<file path="src/rtl/ps2_pkg.sv">
// Shared PS/2 definitions: transmitter states, frame geometry
// and the odd-parity helper.
package ps2_pkg;

    typedef enum logic [2:0] {
        IDLE,
        INHIBIT,
        REQ,
        SEND,
        ACK
    } ps2_state_e;

    localparam int PS2_NBITS    = 8;
    localparam int PS2_STOP_IDX = 10;

    function automatic logic odd_parity(input logic [PS2_NBITS-1:0] b);
        return ~^b;
    endfunction

endpackage

</file>
<file path="src/rtl/ps2_sync_edge.sv">
// Three-flop pad synchronizer with falling-edge detector.
// Reusable by both the PS/2 receiver and transmitter.
module ps2_sync_edge (
    input  logic clk,
    input  logic clrn,
    input  logic pad,
    output logic level,
    output logic fall
);

    // Reset high so an idle bus never looks like a falling edge.
    logic [2:0] sync;

    always_ff @(posedge clk or negedge clrn) begin
        if (!clrn) begin
            sync <= 3'b111;
        end else begin
            sync <= {sync[1:0], pad};
        end
    end

    assign level = sync[1];
    assign fall  = ~sync[1] & sync[2];

endmodule

</file>
<file path="src/rtl/ps2_host_tx.sv">
// PS/2 host-to-device transmitter: inhibit, request-to-send,
// 11-bit frame clocked by the device, ACK check and watchdog.
module ps2_host_tx
    import ps2_pkg::*;
#(
    parameter int INHIBIT_CYCLES = 5000,
    parameter int TIMEOUT_CYCLES = 750000
) (
    input  logic       clk,
    input  logic       clrn,
    input  logic       ps2_clk,
    input  logic       ps2_data,
    input  logic [7:0] tx_data,
    input  logic       tx_valid,
    output logic       tx_ready,
    output logic       ps2_clk_oe,
    output logic       ps2_data_oe,
    output logic       done,
    output logic       err
);

    localparam int IW = $clog2(INHIBIT_CYCLES + 1);
    localparam int TW = $clog2(TIMEOUT_CYCLES + 1);
    localparam int KW = $clog2(PS2_STOP_IDX + 1);

    localparam logic [IW-1:0] INH_LAST  = IW'(INHIBIT_CYCLES - 1);
    localparam logic [TW-1:0] TO_LAST   = TW'(TIMEOUT_CYCLES - 1);
    localparam logic [KW-1:0] K_LAST    = KW'(PS2_STOP_IDX - 1);
    localparam logic [KW-1:0] K_NBITS   = KW'(PS2_NBITS);
    localparam logic [KW-1:0] K_PARITY  = KW'(PS2_NBITS + 1);

    ps2_state_e state, state_n;

    logic [PS2_NBITS-1:0] byte_q;
    logic                 par_q;
    logic [KW-1:0]        k, k_n;
    logic [IW-1:0]        icnt, icnt_n;
    logic [TW-1:0]        wd, wd_n;
    logic                 load;
    logic                 clk_oe_n, data_oe_n, done_n, err_n;
    logic [PS2_NBITS-1:0] sh;

    logic clk_fall, data_lvl;
    logic unused_clk_lvl, unused_data_fall;

    ps2_sync_edge u_clk_sync (
        .clk   (clk),
        .clrn  (clrn),
        .pad   (ps2_clk),
        .level (unused_clk_lvl),
        .fall  (clk_fall)
    );

    ps2_sync_edge u_data_sync (
        .clk   (clk),
        .clrn  (clrn),
        .pad   (ps2_data),
        .level (data_lvl),
        .fall  (unused_data_fall)
    );

    assign tx_ready = (state == IDLE);

    always_comb begin
        state_n = state;
        k_n     = k;
        icnt_n  = icnt;
        wd_n    = wd;
        done_n  = 1'b0;
        err_n   = 1'b0;
        load    = 1'b0;
        unique case (state)
            IDLE: begin
                if (tx_valid) begin
                    load    = 1'b1;
                    icnt_n  = '0;
                    state_n = INHIBIT;
                end
            end
            INHIBIT: begin
                if (icnt == INH_LAST) state_n = REQ;
                else                  icnt_n  = icnt + 1'b1;
            end
            REQ: begin
                state_n = SEND;
                k_n     = '0;
                wd_n    = '0;
            end
            SEND, ACK: begin
                if (clk_fall) begin
                    wd_n = '0;
                    if (state == ACK) begin
                        done_n  = ~data_lvl;
                        err_n   = data_lvl;
                        state_n = IDLE;
                    end else begin
                        k_n = k + 1'b1;
                        if (k == K_LAST) state_n = ACK;
                    end
                end else if (wd == TO_LAST) begin
                    err_n   = 1'b1;
                    state_n = IDLE;
                end else begin
                    wd_n = wd + 1'b1;
                end
            end
            default: state_n = IDLE;
        endcase
    end

    // Pad enables are registered from the next state so they never glitch.
    always_comb begin
        sh        = byte_q >> (k_n - KW'(1));
        clk_oe_n  = (state_n == INHIBIT) || (state_n == REQ);
        data_oe_n = 1'b0;
        unique case (1'b1)
            state_n == REQ:
                data_oe_n = 1'b1;
            state_n == SEND && k_n == '0:
                data_oe_n = 1'b1;
            state_n == SEND && k_n != '0 && k_n <= K_NBITS:
                data_oe_n = ~sh[0];
            state_n == SEND && k_n == K_PARITY:
                data_oe_n = ~par_q;
            default:
                data_oe_n = 1'b0;
        endcase
    end

    always_ff @(posedge clk or negedge clrn) begin
        if (!clrn) begin
            state <= IDLE;
        end else begin
            state <= state_n;
        end
    end

    always_ff @(posedge clk or negedge clrn) begin
        if (!clrn) begin
            k           <= '0;
            icnt        <= '0;
            wd          <= '0;
            byte_q      <= '0;
            par_q       <= 1'b0;
            ps2_clk_oe  <= 1'b0;
            ps2_data_oe <= 1'b0;
            done        <= 1'b0;
            err         <= 1'b0;
        end else begin
            k           <= k_n;
            icnt        <= icnt_n;
            wd          <= wd_n;
            ps2_clk_oe  <= clk_oe_n;
            ps2_data_oe <= data_oe_n;
            done        <= done_n;
            err         <= err_n;
            if (load) begin
                byte_q <= tx_data;
                par_q  <= odd_parity(tx_data);
            end
        end
    end

endmodule

</file>
<file path="config.mk">
export PLATFORM = sky130hd
export DESIGN_NAME = ps2_host_tx
export DESIGN_NICKNAME = d
export VERILOG_FILES = /design/src/rtl/ps2_pkg.sv /design/src/rtl/ps2_sync_edge.sv /design/src/rtl/ps2_host_tx.sv
export SDC_FILE = /design/constraint.sdc
export NUM_CORES = 1
export LEC_CHECK = 0
export ABC_AREA = 1
export BUFFER_PORTS_ARGS = -buffer_cell sky130_fd_sc_hd__buf_2
export CORE_MARGIN = 2
export CORE_UTILIZATION = 62
export CTS_BUF_LIST = sky130_fd_sc_hd__clkbuf_8
export DETAILED_ROUTE_END_ITERATION = 12
export GPL_ROUTABILITY_DRIVEN = 0
export PLACE_DENSITY = 0.81
export REMOVE_ABC_BUFFERS = 1
export SLEW_MARGIN = 20
export SYNTH_ARGS = -nofsm -noshare
export SYNTH_HDL_FRONTEND = slang
export SYNTH_SLANG_ARGS = --single-unit
</file>
<file path="constraint.sdc">
create_clock -name clk -period 2.8 [get_ports clk]
set_clock_uncertainty 0.1 [all_clocks]
set_input_delay 0.28 -clock clk [delete_from_list [all_inputs] [get_ports clk]]
set_output_delay 0.28 -clock clk [all_outputs]
set_load 0.1 [all_outputs]
</file>
# After elaboration in Yosys (flattened, before gate mapping)
# Index checks and enable logic that the tools add are counted.
# classes
n_addsub	4
bitwise_logic	5
n_shift	1
muxes	26
eq_ne	14
n_lt_le_gt_ge	1
reduce_logical	15
# ops
operator	count
$mux 20	2
$pmux 20 s2	1
$mux 13	2
$pmux 13 s2	1
$add 20x1->20 const B	1
$eq 20x20->1 const B	1
$mux 3	6
$add 13x1->13 const B	1
$eq 13x13->1 const B	1
$eq 3x2->1 const B	4
$pmux 3 s4	1
$mux 1	9
$eq 4x4->1 const B	2
$mux 4	2
$pmux 4 s2	1
$reduce_xnor 8->1	1
$shr 8x4->1	1
$eq 3x1->1 const B	2
$add 4x1->4 const B	1
$le 4x4->1 const B	1
$logic_and 1x1->1	4
$logic_not 4->1	1
$ne 2x2->1 const B	2
$not 1->1	4
12 further kinds	14
# word_totals
out_inout_bits	5
elab_cells	78
reg_bits	58

# Depth between registers and ports, before layout
# depth
depth_word	9
ltp_mapped	16

# Modules after synthesis
# Synthesis repeated with hierarchy kept, for this count alone.
# unflattened
cells_unflattened	438
area_unflattened_um2	3400.8
# modules_own_cells
mod	n_inst	cells_each	seq_area_each_um2	area_each_um2
ps2_host_tx	1	428	1326.3	3223.1
ps2_sync_edge	2	5	78.8	88.8

# Worst setup path before layout
# OpenSTA, ideal clock, no wires.
# synth_timing
kind	register -> register
from	reg state[1]
to	reg icnt[1]
setup_ns	0.083
stages_incl_launch_ff	9
slack_ns	0.604
synth_period_minus_slack_ns	2.196
n_path_buf	1
arrival_time_ns	2.013
cell_sequence	dfrtp_1 > nor2_1 > nand2_1 > inv_1 > nand2_1 > nand2_2 > buf_2 > nand3_1 > o21ai_0
# synth_between
elab_chain_len	3
word_cells_on_any_way	7
classes_between	eq/ne (3); mux (1); reduce/logical (3)
# synth_lines
item	line_no	rtl
start, declared	ps2_host_tx.sv:32	ps2_state_e state, state_n;
start signal, assigned	ps2_host_tx.sv:134	state <= state_n;
$logic_not 3->1 (*)	n/a	
net tx_ready	ps2_host_tx.sv:15	output logic tx_ready,
$ne 2x2->1 (no line) / $reduce_bool 2->1 (equally long branches)	n/a	
$reduce_and 3->1 (no line)	n/a	
end signal, assigned	ps2_host_tx.sv:151	icnt <= icnt_n;
end, declared	ps2_host_tx.sv:37	logic [IW-1:0] icnt, icnt_n;
# Mark *: on every way through the listed nets, which the timed path passes. The rest lies on a longest branch.
# A chain may end at the register's enable or synchronous reset.

# Worst setup path in the final report
# layout_timing
from	reg state[2]
to	reg ps2_data_oe
# layout_between
elab_chain_len	8
word_cells_on_any_way	31
classes_between	add/sub (1); order compare (1); eq/ne (7); shift (1); mux (11); bitwise (1); reduce/logical (9)
# layout_lines
item	line_no	rtl
$eq 3x3->1 / $mux 3 (equally long branches)	ps2_host_tx.sv:72, ps2_host_tx.sv:92, ps2_host_tx.sv:98	
$mux 4 / $mux 3 (equally long branches)	ps2_host_tx.sv:92	if (state == ACK) begin
$mux 4 / $mux 3 (equally long branches)	ps2_host_tx.sv:90	if (clk_fall) begin
$pmux 4 s2 / $pmux 3 s4 (equally long branches)	ps2_host_tx.sv:72	unique case (state)
$sub 4x1->4 (tied with other cells)	ps2_host_tx.sv:113	sh = byte_q >> (k_n - KW'(1));
$shr 8x4->1 (tied with other cells)	ps2_host_tx.sv:113	
$not 1->1 (tied with other cells)	ps2_host_tx.sv:122	data_oe_n = ~sh[0];
$pmux 1 s3 (*)	ps2_host_tx.sv:116	unique case (1'b1)
net data_oe_n	ps2_host_tx.sv:40	logic clk_oe_n, data_oe_n, done_n, err_n;
end signal, assigned	ps2_host_tx.sv:154	ps2_data_oe <= data_oe_n;
end, declared	ps2_host_tx.sv:17	output logic ps2_data_oe,
# Marked as above.

==> reports/metrics.cfg <==
[detailed_routing]
vias = 2930
route.detailed.drc = 0
routedWlPerCell_um = 13.6
firstDrtPassIters = 5
drt_iter0_markers = 247
antenna_left = 0
viasPerCell = 5.52
routed_wl_um = 7200

[power_and_ir_drop]
peakVddDrop_uv = 399
leakage_nw = 1.75
power_density_mw_per_mm2 = 463
finalPower_mw = 1.72

[placement]
dp_slack_ns = 0.595
dp_hpwl_um = 5210
port_buffers = 17

[die]
io_pins = 18
core_area_mm2 = 0.00514
die_h_um = 77.1
initial_core_util_pct = 64.5
fp.dieW_um = 77.1
die-area_mm2 = 0.00595
rows = 26

[synthesis]
synth-seq-cells = 58
synth.area.top_cells = dfrtp_1 (40%), nand2_1 (11%), nand3_1 (6.8%), inv_1 (6.2%), nor2_1 (4.3%)
async_reset_ff_share_pct = 100
yosysMostFrequentCell = nand2_1
netlist_area_mm2 = 0.00332
synth_top_area_share_pct = 40.0
netlist.top_cell.by_area = dfrtp_1
ys_types = 37
syn_avg_cell_area_um2 = 7.75
ys_seq_area_share_pct = 43.9
synthCells = 428
yosys_warnings = 0
synth_common_cells = nand2_1 (100), inv_1 (55), dfrtp_1 (53), nand3_1 (45), nor2_1 (38)
synth_flop_cell = dfrtp_1
synth_edf_count = 0

[finish]
drive_gt1_share_pct = 13.0
num_antenna_cells = 0
area_growth_pct = 12.0
nNetsFinal = 475
fill_cells = 434

[worst_setup_path]
cp.arrival_ns = 2.36
required_ns = 2.93
path_class = reg -> reg
start_kind = flip-flop
critPathMaxFanout = 7
cp-end-kind = flip-flop

[clock_tree]
numCtsBuffers = 9
cts_tree = yes
cts.reportedPaths.clkPinSlew_ns = 0.07
post_cts_resized = 0
clockBufferDepth = 2
cts_root_buffer = clkbuf_8
cts_sinks = 58
clk-insertion-delay-late_ns = 0.34
htreeDepth = 3

[global_routing]
overflow = 0
grt_pass1_vias = 2793
grt_max_degree = 40
antenna_found_initial = 0
grt_pass1_wl_um = 12600
grt_util_all_layers_pct = 26.2

[sta]
fin_setup_tns_ns = 0
maxSlewHeadroom_pct = 67.4
final_hold_viol_count = 0
fin_crit_ns = 2.24
hold_slack_ns = 0.0578
setup_ws_ns = 0.565
maxSlewViolCount = 0
rsz0062_at_grt = false
setup_viol = 0
worstMarginPinSlew_ns = 0.484
fmax_mhz = 447
finalCritPeriodShare_pct = 79.8

[outcome]
status = completed

[job]
cap_violations = 0

[hold_path]
hold_class = in -> reg

## where the power goes
group | leakage (nW) | internal [mW] | switching [mW]
sequential | 0.748 | 0.844 | 0.00211
clock | 0.0982 | 0.462 | 0.359
combinational | 0.908 | 0.0216 | 0.0329
## state kept, by name, indices dropped and copies added (netlist names)
name / cells
u_clk_sync.sync: 3
byte_q: 8
par_q: 1
ps2_clk_oe: 1
wd: 20
k: 4
done: 1
ps2_data_oe: 1
err: 1
icnt: 13
u_data_sync.sync: 2
state: 3
## final timing paths
kind                                           from             endpoint  slack, ns  cells past startpoint
worst max-delay path                       state[2]          ps2_data_oe       0.56                     14
worst min-delay path                     tx_data[3]            byte_q[3]       0.06                      3
worst max register to register             state[2]          ps2_data_oe       0.56                     14
worst min register to register  u_data_sync.sync[0]  u_data_sync.sync[1]       0.26                      0
max in group asynchronous                      clrn   u_clk_sync.sync[2]       1.41                      3
min in group asynchronous                      clrn               wd[19]       0.32                      2
## stage by stage
step	util (%)	area, um^2	instances
after detailed placement	67.6	3470	512
after global placement	67.6	3470	512
after floorplan	-	3280	423
after CTS	72.3	3710	531
after global routing	72.3	3710	531
final	72.3	3710	531
## routing by layer
| metal | vias up | track usage [%] | part of all wire [%] |
|---|---|---|---|
| met5 | - | 0 | 0 |
| met4 | 0 | 5.54 | 1.6 |
| met3 | 16 | 6.35 | 4.9 |
| met2 | 87 | 44.0 | 47 |
| met1 | 1366 | 34.7 | 46 |
| li1 | 1461 | - | - |
## kinds of logic after synthesis
group,share of synthesized area (%)
and+or+nand+nor,33.7
buffers and inverters,7.66
DFF,43.9
AOI/OAI and AO/OA,7.66
xor gates and xnor gates,4.49
adders and majority gates,2.26
muxes,0.302
## cells in the final DEF (no fill, tap or decap), types with 2 or more instances in the layout
cell type,instances
nand2_1,100
inv_1,55
dfrtp_1,53
nand3_1,45
nor2_1,38
a21oi_1,17
nor3_1,17
buf_2,17
nand4_1,14
o21ai_0,12
xor2_1,11
clkbuf_8,11
xnor2_1,6
ha_1,6
o22ai_1,5
dfstp_2,5
nand2_4,4
nand2_2,4
inv_2,3
nor4_1,3
and3_1,3
a211oi_1,3
clkinvlp_4,3
dlygate4sd3_1,3
nand3_2,2
nor2_2,2
nor2_4,2
o21ai_2,2
nor3b_1,2
o32ai_1,2
buf_4,2
## repair_timing
item	CTS	global route
endpoints found under the hold margin	19	0
endpoints found under the setup margin	0	0
buffers inserted	0	0
hold buffers	3	0
## final cells by class
type	instances	area [um^2]	share of cell area, %
clock inverters	5	61.3	1.65
multi-input cells	306	1610	43.2
flip-flops and latches	58	1460	39.2
well taps	70	87.6	2.36
repair buffers	22	130	3.50
clock buffers	11	151	4.08
inverters	59	221	5.96
## critical path: stages (launching register included)
cell     delay, ns
dfrtp_1       0.46
nor2_1        0.22
nand2_1       0.15
nand2_4       0.13
nand2_1       0.07
nor2_1        0.17
nor2_4        0.07
ha_1          0.32
inv_1         0.06
nand3_1       0.08
nand3_1       0.07
nand2_1       0.07
nand2_1       0.05
nand2_1       0.05
nand3_1       0.06
Power figures use the tool's default switching activity.
